$ cat src/rtl/h14tx_pkg.sv
// ============================================================================
// Module      : h14tx_pkg
// Description : Shared types and constants for the HDMI 1.4 TX test-pattern
//               path: pattern identifiers, control-FSM states, the solid-fill
//               colour and a helper that advances the pattern id.
// Revision    : 1.0 - initial release
// ============================================================================
`default_nettype none

package h14tx_pkg;

    // Pattern ids are numbered so that auto-cycling is a 2-bit wrap-around add.
    typedef enum logic [1:0] {
        PAT_BARS     = 2'd0,
        PAT_GRADIENT = 2'd1,
        PAT_CHECKER  = 2'd2,
        PAT_SOLID    = 2'd3
    } pattern_e;

    typedef enum logic [0:0] {
        ST_IDLE    = 1'b0,
        ST_PENDING = 1'b1
    } ctrl_state_e;

    localparam logic [23:0] c_solid_rgb = 24'h808080;
    localparam int          c_num_bars  = 8;
    localparam int          c_cnt_w     = 12;

    // Next pattern in auto-cycle order; PAT_SOLID wraps back to PAT_BARS.
    function automatic pattern_e next_pattern(input pattern_e p);
        return pattern_e'(p + 2'd1);
    endfunction

endpackage

`default_nettype wire

$ cat src/rtl/h14tx_pattern_gen.sv
// ============================================================================
// Module      : h14tx_pattern_gen
// Description : Per-pixel colour generator. Maps (pattern, x, y) to a 24-bit
//               RGB value and registers it (one cycle latency). Pixels outside
//               the active area are forced to black.
// Ports       : clk       - pixel clock
//               rst       - synchronous active-high reset (clears rgb)
//               i_pattern - pattern in effect for this pixel
//               i_x, i_y  - pixel coordinates
//               o_rgb     - registered pixel, [2]=R [1]=G [0]=B
// Revision    : 1.0 - initial release
// ============================================================================
`default_nettype none

module h14tx_pattern_gen
    import h14tx_pkg::*;
#(
    parameter int Width  = 1280,
    parameter int Height = 720,
    parameter int XW     = 11,
    parameter int YW     = 10
) (
    input  logic                 clk,
    input  logic                 rst,
    input  pattern_e             i_pattern,
    input  logic [XW-1:0]        i_x,
    input  logic [YW-1:0]        i_y,
    output logic [2:0][7:0]      o_rgb
);

    // One extra bit so a dimension equal to 2**XW still compares correctly.
    localparam logic [XW:0] c_width  = (XW+1)'(Width);
    localparam logic [YW:0] c_height = (YW+1)'(Height);

    logic [c_num_bars-1:1] w_ge_edge;
    logic [2:0]            w_bar;
    logic                  w_active;
    logic [2:0][7:0]       w_rgb;
    logic [2:0][7:0]       r_rgb;

    // Bar edges k*Width/8 are elaboration-time constants; one comparator each.
    for (genvar k = 1; k < c_num_bars; k++) begin : g_bar_edge
        localparam logic [XW:0] c_edge = (XW+1)'((k * Width) / c_num_bars);
        assign w_ge_edge[k] = ({1'b0, i_x} >= c_edge);
    end

    // The comparator outputs form a thermometer code; the highest set edge
    // gives the bar index.
    always_comb begin
        w_bar = 3'd0;
        for (int k = 1; k < c_num_bars; k++) begin
            if (w_ge_edge[k]) begin
                w_bar = 3'(k);
            end
        end
    end

    assign w_active = ({1'b0, i_x} < c_width) && ({1'b0, i_y} < c_height);

    always_comb begin
        w_rgb = '0;
        case (i_pattern)
            PAT_BARS:     w_rgb = {{8{w_bar[2]}}, {8{w_bar[1]}}, {8{w_bar[0]}}};
            PAT_GRADIENT: w_rgb = {i_x[7:0], i_y[7:0], 8'h00};
            PAT_CHECKER:  w_rgb = (i_x[5] ^ i_y[5]) ? 24'hFFFFFF : 24'h000000;
            PAT_SOLID:    w_rgb = c_solid_rgb;
            default:      w_rgb = '0;
        endcase
        if (!w_active) begin
            w_rgb = '0;
        end
    end

    always_ff @(posedge clk) begin
        if (rst) begin
            r_rgb <= '0;
        end else begin
            r_rgb <= w_rgb;
        end
    end

    assign o_rgb = r_rgb;

endmodule

`default_nettype wire

$ cat src/rtl/h14tx_pattern_seq.sv
// ============================================================================
// Module      : h14tx_pattern_seq
// Description : Test-pattern sequencer. Detects frame start from the pixel
//               coordinates, accepts manual pattern requests (applied at the
//               next frame start) and optionally auto-cycles the pattern every
//               FramesPerPattern frames. Colour generation is delegated to
//               h14tx_pattern_gen.
// Config      : `define H14TX_PATTERN_AUTO_EN to build the frame counter and
//               auto-cycling; otherwise auto_en is ignored.
// Ports       : pixel_clk   - sole clock, rising edge
//               rst         - synchronous active-high reset
//               x, y        - current pixel column / row
//               sel_valid   - manual pattern request
//               sel_pattern - requested pattern id
//               sel_ready   - request accepted when high with sel_valid
//               auto_en     - enable auto-cycling (sampled every cycle)
//               rgb         - pixel out, [2]=R [1]=G [0]=B, 1-cycle latency
//               pattern     - pattern currently driven
//               frame_start - one-cycle pulse after frame start is detected
// Revision    : 1.0 - initial release
// ============================================================================
`default_nettype none

module h14tx_pattern_seq
    import h14tx_pkg::*;
#(
    parameter int Width            = 1280,
    parameter int Height           = 720,
    parameter int FramesPerPattern = 60,
    parameter int XW               = 11,
    parameter int YW               = 10
) (
    input  logic              pixel_clk,
    input  logic              rst,
    input  logic [XW-1:0]     x,
    input  logic [YW-1:0]     y,
    input  logic              sel_valid,
    input  logic [1:0]        sel_pattern,
    output logic              sel_ready,
    input  logic              auto_en,
    output logic [2:0][7:0]   rgb,
    output logic [1:0]        pattern,
    output logic              frame_start
);

    ctrl_state_e   r_state;
    ctrl_state_e   w_state_nxt;
    pattern_e      r_pattern;
    pattern_e      w_pattern_nxt;
    pattern_e      r_req_id;
    pattern_e      w_req_id_nxt;
    logic [XW-1:0] r_prev_x;
    logic [YW-1:0] r_prev_y;
    logic          r_frame_start;
    logic          w_at_origin;
    logic          w_prev_origin;
    logic          w_fs_det;

`ifdef H14TX_PATTERN_AUTO_EN
    localparam logic [c_cnt_w-1:0] c_cnt_last = c_cnt_w'(FramesPerPattern - 1);
    logic [c_cnt_w-1:0] r_frame_cnt;
    logic [c_cnt_w-1:0] w_frame_cnt_nxt;
`else
    logic w_unused_cfg;
    assign w_unused_cfg = auto_en & (FramesPerPattern > 0);
`endif

    // Frame start is the first cycle at (0,0); holding (0,0) does not retrigger.
    assign w_at_origin   = (x == '0) && (y == '0);
    assign w_prev_origin = (r_prev_x == '0) && (r_prev_y == '0);
    assign w_fs_det      = w_at_origin && !w_prev_origin;

    // ------------------------------------------------------------------------
    // Next-state / next-pattern logic
    // ------------------------------------------------------------------------
    always_comb begin
        w_state_nxt   = r_state;
        w_req_id_nxt  = r_req_id;
        w_pattern_nxt = r_pattern;
`ifdef H14TX_PATTERN_AUTO_EN
        w_frame_cnt_nxt = r_frame_cnt;
`endif
        case (r_state)
            ST_IDLE: begin
                if (sel_valid) begin
                    w_req_id_nxt = pattern_e'(sel_pattern);
                    w_state_nxt  = ST_PENDING;
                end
`ifdef H14TX_PATTERN_AUTO_EN
                // Auto-advance only from IDLE: a request already waiting in
                // PENDING wins over the counter at the same frame start.
                if (w_fs_det && auto_en) begin
                    if (r_frame_cnt == c_cnt_last) begin
                        w_frame_cnt_nxt = '0;
                        w_pattern_nxt   = next_pattern(r_pattern);
                    end else begin
                        w_frame_cnt_nxt = r_frame_cnt + 1'b1;
                    end
                end
`endif
            end
            ST_PENDING: begin
                if (w_fs_det) begin
                    w_pattern_nxt = r_req_id;
                    w_state_nxt   = ST_IDLE;
`ifdef H14TX_PATTERN_AUTO_EN
                    w_frame_cnt_nxt = '0;
`endif
                end
            end
            default: begin
                w_state_nxt = ST_IDLE;
            end
        endcase
    end

    // ------------------------------------------------------------------------
    // State registers
    // ------------------------------------------------------------------------
    always_ff @(posedge pixel_clk) begin
        if (rst) begin
            r_state       <= ST_IDLE;
            r_pattern     <= PAT_BARS;
            r_req_id      <= PAT_BARS;
            r_frame_start <= 1'b0;
            // Non-origin so a (0,0) straight after reset is a frame start.
            r_prev_x      <= XW'(1);
            r_prev_y      <= '0;
        end else begin
            r_state       <= w_state_nxt;
            r_pattern     <= w_pattern_nxt;
            r_req_id      <= w_req_id_nxt;
            r_frame_start <= w_fs_det;
            r_prev_x      <= x;
            r_prev_y      <= y;
        end
    end

`ifdef H14TX_PATTERN_AUTO_EN
    always_ff @(posedge pixel_clk) begin
        if (rst) begin
            r_frame_cnt <= '0;
        end else begin
            r_frame_cnt <= w_frame_cnt_nxt;
        end
    end
`endif

    // The generator sees the pattern register, so the pixel at the detection
    // cycle still uses the outgoing pattern; the new one applies from the
    // following pixel on.
    h14tx_pattern_gen #(
        .Width  (Width),
        .Height (Height),
        .XW     (XW),
        .YW     (YW)
    ) u_gen (
        .clk       (pixel_clk),
        .rst       (rst),
        .i_pattern (r_pattern),
        .i_x       (x),
        .i_y       (y),
        .o_rgb     (rgb)
    );

    assign sel_ready   = (r_state == ST_IDLE);
    assign pattern     = r_pattern;
    assign frame_start = r_frame_start;

endmodule

`default_nettype wire

$ cat config.mk
export PLATFORM = sky130hd
export DESIGN_NAME = h14tx_pattern_seq
export DESIGN_NICKNAME = d
export VERILOG_FILES = /design/src/rtl/h14tx_pkg.sv /design/src/rtl/h14tx_pattern_gen.sv /design/src/rtl/h14tx_pattern_seq.sv
export SDC_FILE = /design/constraint.sdc
export NUM_CORES = 1
export LEC_CHECK = 0
export ABC_CLOCK_PERIOD_IN_PS = 4300
export CAP_MARGIN = 40
export CORE_MARGIN = 4
export CORE_UTILIZATION = 48
export CTS_CLUSTER_DIAMETER = 120
export DETAILED_ROUTE_END_ITERATION = 12
export PLACE_DENSITY = 0.94
export SLEW_MARGIN = 40
export SYNTH_ARGS = -nofsm -noshare
export SYNTH_HDL_FRONTEND = slang
export SYNTH_SLANG_ARGS = --single-unit
$ cat constraint.sdc
create_clock -name pixel_clk -period 4.3 [get_ports pixel_clk]
set_input_delay 0.43 -clock pixel_clk [delete_from_list [all_inputs] [get_ports pixel_clk]]
set_output_delay 0.43 -clock pixel_clk [all_outputs]
set_load 0.02 [all_outputs]
### Yosys cells after proc, flatten, opt, wreduce, memory -nomap -nowiden

Index checks and enable logic that the tools add are counted.

| cells by class | value |
|---|---|
| order comparisons | 9 |
| equality and inequality tests | 3 |
| multiplexer cells | 12 |
| bitwise operators | 3 |
| reductions and logical operators | 13 |

Operator list:

| kind | count |
|---|---|
| 24-bit case mux with 4 select lines | 1 |
| 11-bit by 10-bit >= comparator with 1-bit output, second input constant | 3 |
| 24-bit 2-to-1 mux | 1 |
| 11-bit by 9-bit >= comparator with 1-bit output, second input constant | 2 |
| 11-bit zero test | 2 |
| 10-bit zero test | 2 |
| 3-bit 2-to-1 mux | 4 |
| 11-bit >= comparator, second input constant | 1 |
| 11-bit by 8-bit >= comparator with 1-bit output, second input constant | 1 |
| 11-bit < comparator, second input constant | 1 |
| 10-bit < comparator, second input constant | 1 |
| 2-bit equality test, second input constant | 2 |
| 1-bit logical AND | 4 |
| 2-bit 2-to-1 mux | 2 |
| 2-bit AND reduction | 2 |
| 1-bit 2-to-1 mux | 3 |
| 2-bit by 1-bit equality test with 1-bit output, second input constant | 1 |
| 2-bit zero test | 1 |
| 1-bit inverter | 2 |
| 1-bit case mux with 2 select lines | 1 |
| 2-bit OR reduction | 1 |
| 1-bit zero test | 1 |
| 1-bit XOR | 1 |

| word-level totals | value |
|---|---|
| flip-flop bits (word level) | 51 |
| bits of input ports | 27 |
| output and inout port bits | 28 |
| logic and storage cells | 49 |

### Logic depth before layout (Yosys ltp)

| logic depth | value |
|---|---|
| depth in word-level cells | 9 |
| gate-level depth with buffers | 7 |
| mapped depth without buffers | 5 |

### Hierarchy

A second synthesis with hierarchy kept.

| second synthesis, totals | value |
|---|---|
| cells, all modules | 179 |
| area, all modules | 1770.4 sq um |

By module, submodules not included:

| module | times used | cells each | area each (sq um) | seq. area each (sq um) |
|---|---|---|---|---|
| h14tx_pattern_seq | 1 | 82 | 918.4 | 540.5 |
| h14tx_pattern_gen | 1 | 97 | 852.1 | 360.3 |

### Worst setup path after synthesis

OpenSTA, ideal clock, no wires.

| timing | value |
|---|---|
| path kind | in2reg |
| from | input port x[5] |
| to | register r_pattern[0], in the netlist pattern[0] |
| setup time | 0.127 ns |
| data arrival time | 1.603 ns |
| data required time | 4.173 ns |
| setup slack | 2.569 ns |
| stages on the path | 6 |
| path buffers | 1 |
| path through | buf_6 -> nor4_4 -> nand4_2 -> a2111oi_4 -> mux2i_1 -> nor2_1 |

| on the way | value |
|---|---|
| cells in the longest elaborated chain, start to end | 4 |

RTL lines:

| what | RTL line | source |
|---|---|---|
| start: declaration | h14tx_pattern_seq.sv:35 | `input logic [XW-1:0] x,` |
| 11-bit zero test | h14tx_pattern_seq.sv:69 | `assign w_at_origin = (x == '0) && (y == '0);` |
| 1-bit logical AND | h14tx_pattern_seq.sv:69 |  |
| 1-bit logical AND | h14tx_pattern_seq.sv:71 | `assign w_fs_det = w_at_origin && !w_prev_origin;` |
| 2-bit AND reduction (no line) | - |  |
| end signal: assignment | h14tx_pattern_seq.sv:131 | `r_pattern <= w_pattern_nxt;` |
| end: declaration | h14tx_pattern_seq.sv:48 | `pattern_e r_pattern;` |

No other way between the ends.
A chain may end at the register's enable or synchronous reset.

### Worst setup path after layout

Same ends and word-level chain as after synthesis.

==> summary.md <==
The number of synthesis warnings is 0, and the final weighted congestion in routability-driven placement is 0.755. Buffers placed on the I/O ports in this run total 53. Setup slack on the worst reg-to-reg path comes out at 2.63 ns. Summed over all cells, the static leakage comes to 0.827 nW. At the worst endpoint, the arrival time is 2.30 ns. The run gives 2 as the maximum clock insertion buffer count.

TritonCTS built the clock tree. The worst hold path belongs to the class flop to flop. The setup path with the least slack is of type input port to flop. Prior to clock tree synthesis, the placed netlist has a worst setup slack of 1.87 ns. The cell count after synthesis is 174. The worst hold path passes through 2 cells.

In this run the horizontal extent of the chip is 67.8 microns. Post-synthesis adder-cell area fraction: 0.584%. In this run the power density over the cells is 337 nW/um^2. The synthesis-to-layout area growth works out to 33.6%. The startpoint identified for the worst hold timing path is r_state.

At the worst endpoint, the required time is 4.53 ns. Global routing finished with a remaining overflow of 0. Top fanout value on the critical path: 7. The run gives 0 as the post-cts gate resize count.

Hold violation count in the final report: 0. The sum of routed wire length over all layers is 3.67 mm, and the internal power contribution is 0.582 mW. The tools report the row count as 21. At the later pin of the worst-skew pair, clock insertion delay measures 0.34 ns.

The worst path uses 48.0% of the clock period. Setup repair after global routing left no endpoint under its margin. The clock network is responsible for 25.2% of the overall power. The clock drives 45 sinks.

In this run, post-CTS hold repair placed 0 buffers. The synthesized netlist devotes 13.1% of its cell area to compound gates. Summing internal, switching and leakage power gives 0.772 mW. The number of setup buffers added after CTS is 0. Largest net degree at the start of global routing: 29.

The count of final max-slew check failures was 0. The startpoint of the lowest-slack register-to-register path was r_prev_y[3]. The flow ran to the end, and the final reports show no timing, DRC or antenna violations. Using the TritonRoute via totals, the vias-per-cell ratio works out to 5.09. The mux share of post-synthesis cell area is 2.34%, and the post-synthesis share of cell area spent on and, or, nand and nor gates is 25.1%. The share of the Yosys chip area taken by registers is 52.6%. Combinational cells account for 16.9% of the total power.

For the final database, setup skew stands at 0.00761 ns. The share of the core filled with cells in the final layout is 67.6%, and the total CTS buffers is 5. After legalization and detailed placement, the total HPWL measured 2.71 mm. STA classifies the critical path startpoint as an input port.

The endpoint identified for the worst register-to-register timing path is pattern[0]. Layout net count: 248. The tools report the count of H-tree levels built during CTS as 2. The library cells used most frequently in the layout, excluding fill and tap cells, are sky130_fd_sc_hd__clkdlybuf4s50_1 (53), sky130_fd_sc_hd__dfxtp_1 (45), sky130_fd_sc_hd__nor2b_1 (21). The area of the core region was 3390 sq um. Master cell of the clock root buffer: sky130_fd_sc_hd__clkbuf_4.

In this run the vertical extent of the chip is 67.8 microns. VDD sags by at most 280 uV. The fraction of registers with async set/reset is 0%, and the die footprint is 4590 sq um. The first global-routing pass estimated 5.75 mm of wire. The run gives 58.0% as the sequential fraction of design power. For this configuration, the core starts out at a cell density of 50.6%. Highest attainable clock frequency: 484 MHz. Detailed routing inserted a total of 1358 vias. The number of different library cells used by synthesis comes to 34. In the final timing run, aggregate negative setup slack is 0 ns. The synthesized design contains 0 enable-type register cells.

The repair_antennas step left the layout with diodes totalling 0. The detailed router finished its first iteration with 44 violations. After synthesis, the largest area contributor takes up 52.6% of total cell area. The most frequent standard cell in the layout excluding fill and tap cells was sky130_fd_sc_hd__clkdlybuf4s50_1. For hold timing, the worst endpoint is r_state. After synthesis the cells add up to 1710 sq um. The worst pin sits at a relative slew slack of 62.0%. For the number of antenna violations at the first check in global routing, the log shows 0.

The synthesized-area fraction occupied by xor and xnor cells is 0.511%. After synthesis, the largest family of logic cells by area is simple AND/OR/NAND/NOR gates. The fraction of final layout cells with drive strength greater than 1 is 8.14%. The tools report the category of the worst setup path capture point as a flop.

Counting flops and latches in the post-synthesis netlist gives 45. Measured in cells, the most critical reg-to-reg path has a length of 5. Clock-pin slew was measured on the worst setup and hold paths at 0.11 ns. Of the total power, the share spent switching nets is 24.6%. Across the run, the number of max-cap violations was 0.

After synthesis, the mean cell area works out to 9.85 sq um. The number of nets in the synthesized netlist is 201. On the final layout, the worst hold slack is 0.514 ns. The first detailed-routing pass ran for 4 iterations. The run gives 17.0% as the aggregate global-route resource usage. The transition at the pin with the smallest max-transition slack was 0.567 ns. For this run, design rule violations remaining after detail routing come to 0. The smallest clock period supported by the final layout is computed as 2.07 ns. 55 I/O pins were placed. The logs give 1262 for the number of global-route vias before repair and 0.190 mW for the net switching power. After synthesis, the cell types taking the most area are sky130_fd_sc_hd__dfxtp_1 (53%), sky130_fd_sc_hd__nor2b_1 (8.0%), sky130_fd_sc_hd__a21oi_1 (5.8%). In the final routed layout, each cell accounts on average for 13.7 microns. The number of nets with antenna violations after routing came out at 0. Setup violations remaining at the end of the flow were counted as 0.

Among all flip-flop cells after synthesis, the most frequent one is sky130_fd_sc_hd__dfxtp_1. sky130_fd_sc_hd__dfxtp_1 takes more of the synthesized area than any other cell. The number of fill cells is 246.

Across all setup checks in the final design, the least slack found is 2.23 ns.
-- power by group through the flow --
stage	combinational [mW]	sequential (mW)	clock, mW
after detailed placement	0.130	0.456	0
final	0.130	0.447	0.194
after global placement	0.128	0.456	0
after floorplan	0.0520	0.469	0
after global routing	0.140	0.450	0.210
after CTS	0.131	0.447	0.198
-- final cells by class --
type,instances,area [sq um],area share [%]
Tap cell,46,57.6,2.51
Inverter,3,11.3,0.492
Multi-Input combinational cell,111,721,31.5
Timing Repair Buffer,55,546,23.8
Sequential cell,45,901,39.3
Clock buffer,7,55.1,2.40
-- cell usage after synthesis, drive strengths merged (2+ instances only) --
| library cell | instances |
|---|---|
| clkbuf | 6 |
| nand2 | 16 |
| nand2b | 2 |
| nor3 | 2 |
| o21ai | 6 |
| nand3 | 4 |
| inv | 3 |
| nor2 | 11 |
| a2111oi | 3 |
| nor2b | 22 |
| mux2i | 4 |
| dfxtp | 45 |
| a21oi | 20 |
| nor4 | 8 |
| buf | 9 |
-- kinds of logic (layout without fill, tap and decap cells) --
kind of cell    Yosys count  in the layout
buf+inv                  18             65
simple gates             70             70
mux                       4              4
fa+ha+maj                 1              1
compound gates           35             35
xor+xnor                  1              1
flops                    45             45
-- per-layer routing --
| layer | global-route usage [%] | routed length (microns) |
|---|---|---|
| met2 | 27.7 | 1840 |
| met5 | 0 | 0 |
| met1 | 21.1 | 1610 |
| met4 | 7.59 | 64 |
| met3 | 4.33 | 162 |
-- critical path, cell delays in order --
cell and delay (ns):
sky130_fd_sc_hd__clkdlybuf4s50_1 0.59, sky130_fd_sc_hd__nor4_4 0.33, sky130_fd_sc_hd__nand4_2 0.18, sky130_fd_sc_hd__a2111oi_4 0.46, sky130_fd_sc_hd__mux2i_1 0.26, sky130_fd_sc_hd__nor2_1 0.05
-- worst max-delay path by stage --
| stage | startpoint | end | slack, ns | depth (start not counted) |
|---|---|---|---|---|
| 2_1_floorplan | x[5] | pattern[0] | 2.57 | 6 |
| 3_3_place_gp | x[5] | pattern[1] | 1.92 | 6 |
| 3_5_place_dp | x[5] | pattern[0] | 1.87 | 6 |
| 4_1_cts | x[5] | pattern[0] | 2.24 | 6 |
| 5_1_grt | x[5] | pattern[0] | 2.14 | 6 |
| 6_report | x[5] | pattern[0] | 2.23 | 6 |
-- metrics by stage --
stage	std cells	area (sq um)
finish	267	2290
global route	267	2290
CTS	267	2290
detailed placement	260	2230
global placement	260	2230
floorplan	174	1710
-- registers in the layout, indices dropped and copies added (netlist names) --
signal	flops
frame_start	1
pattern	2
r_prev_x	11
r_prev_y	10
r_req_id	2
r_state	1
u_gen.o_rgb	18
(Power assumes the default switching activity.)
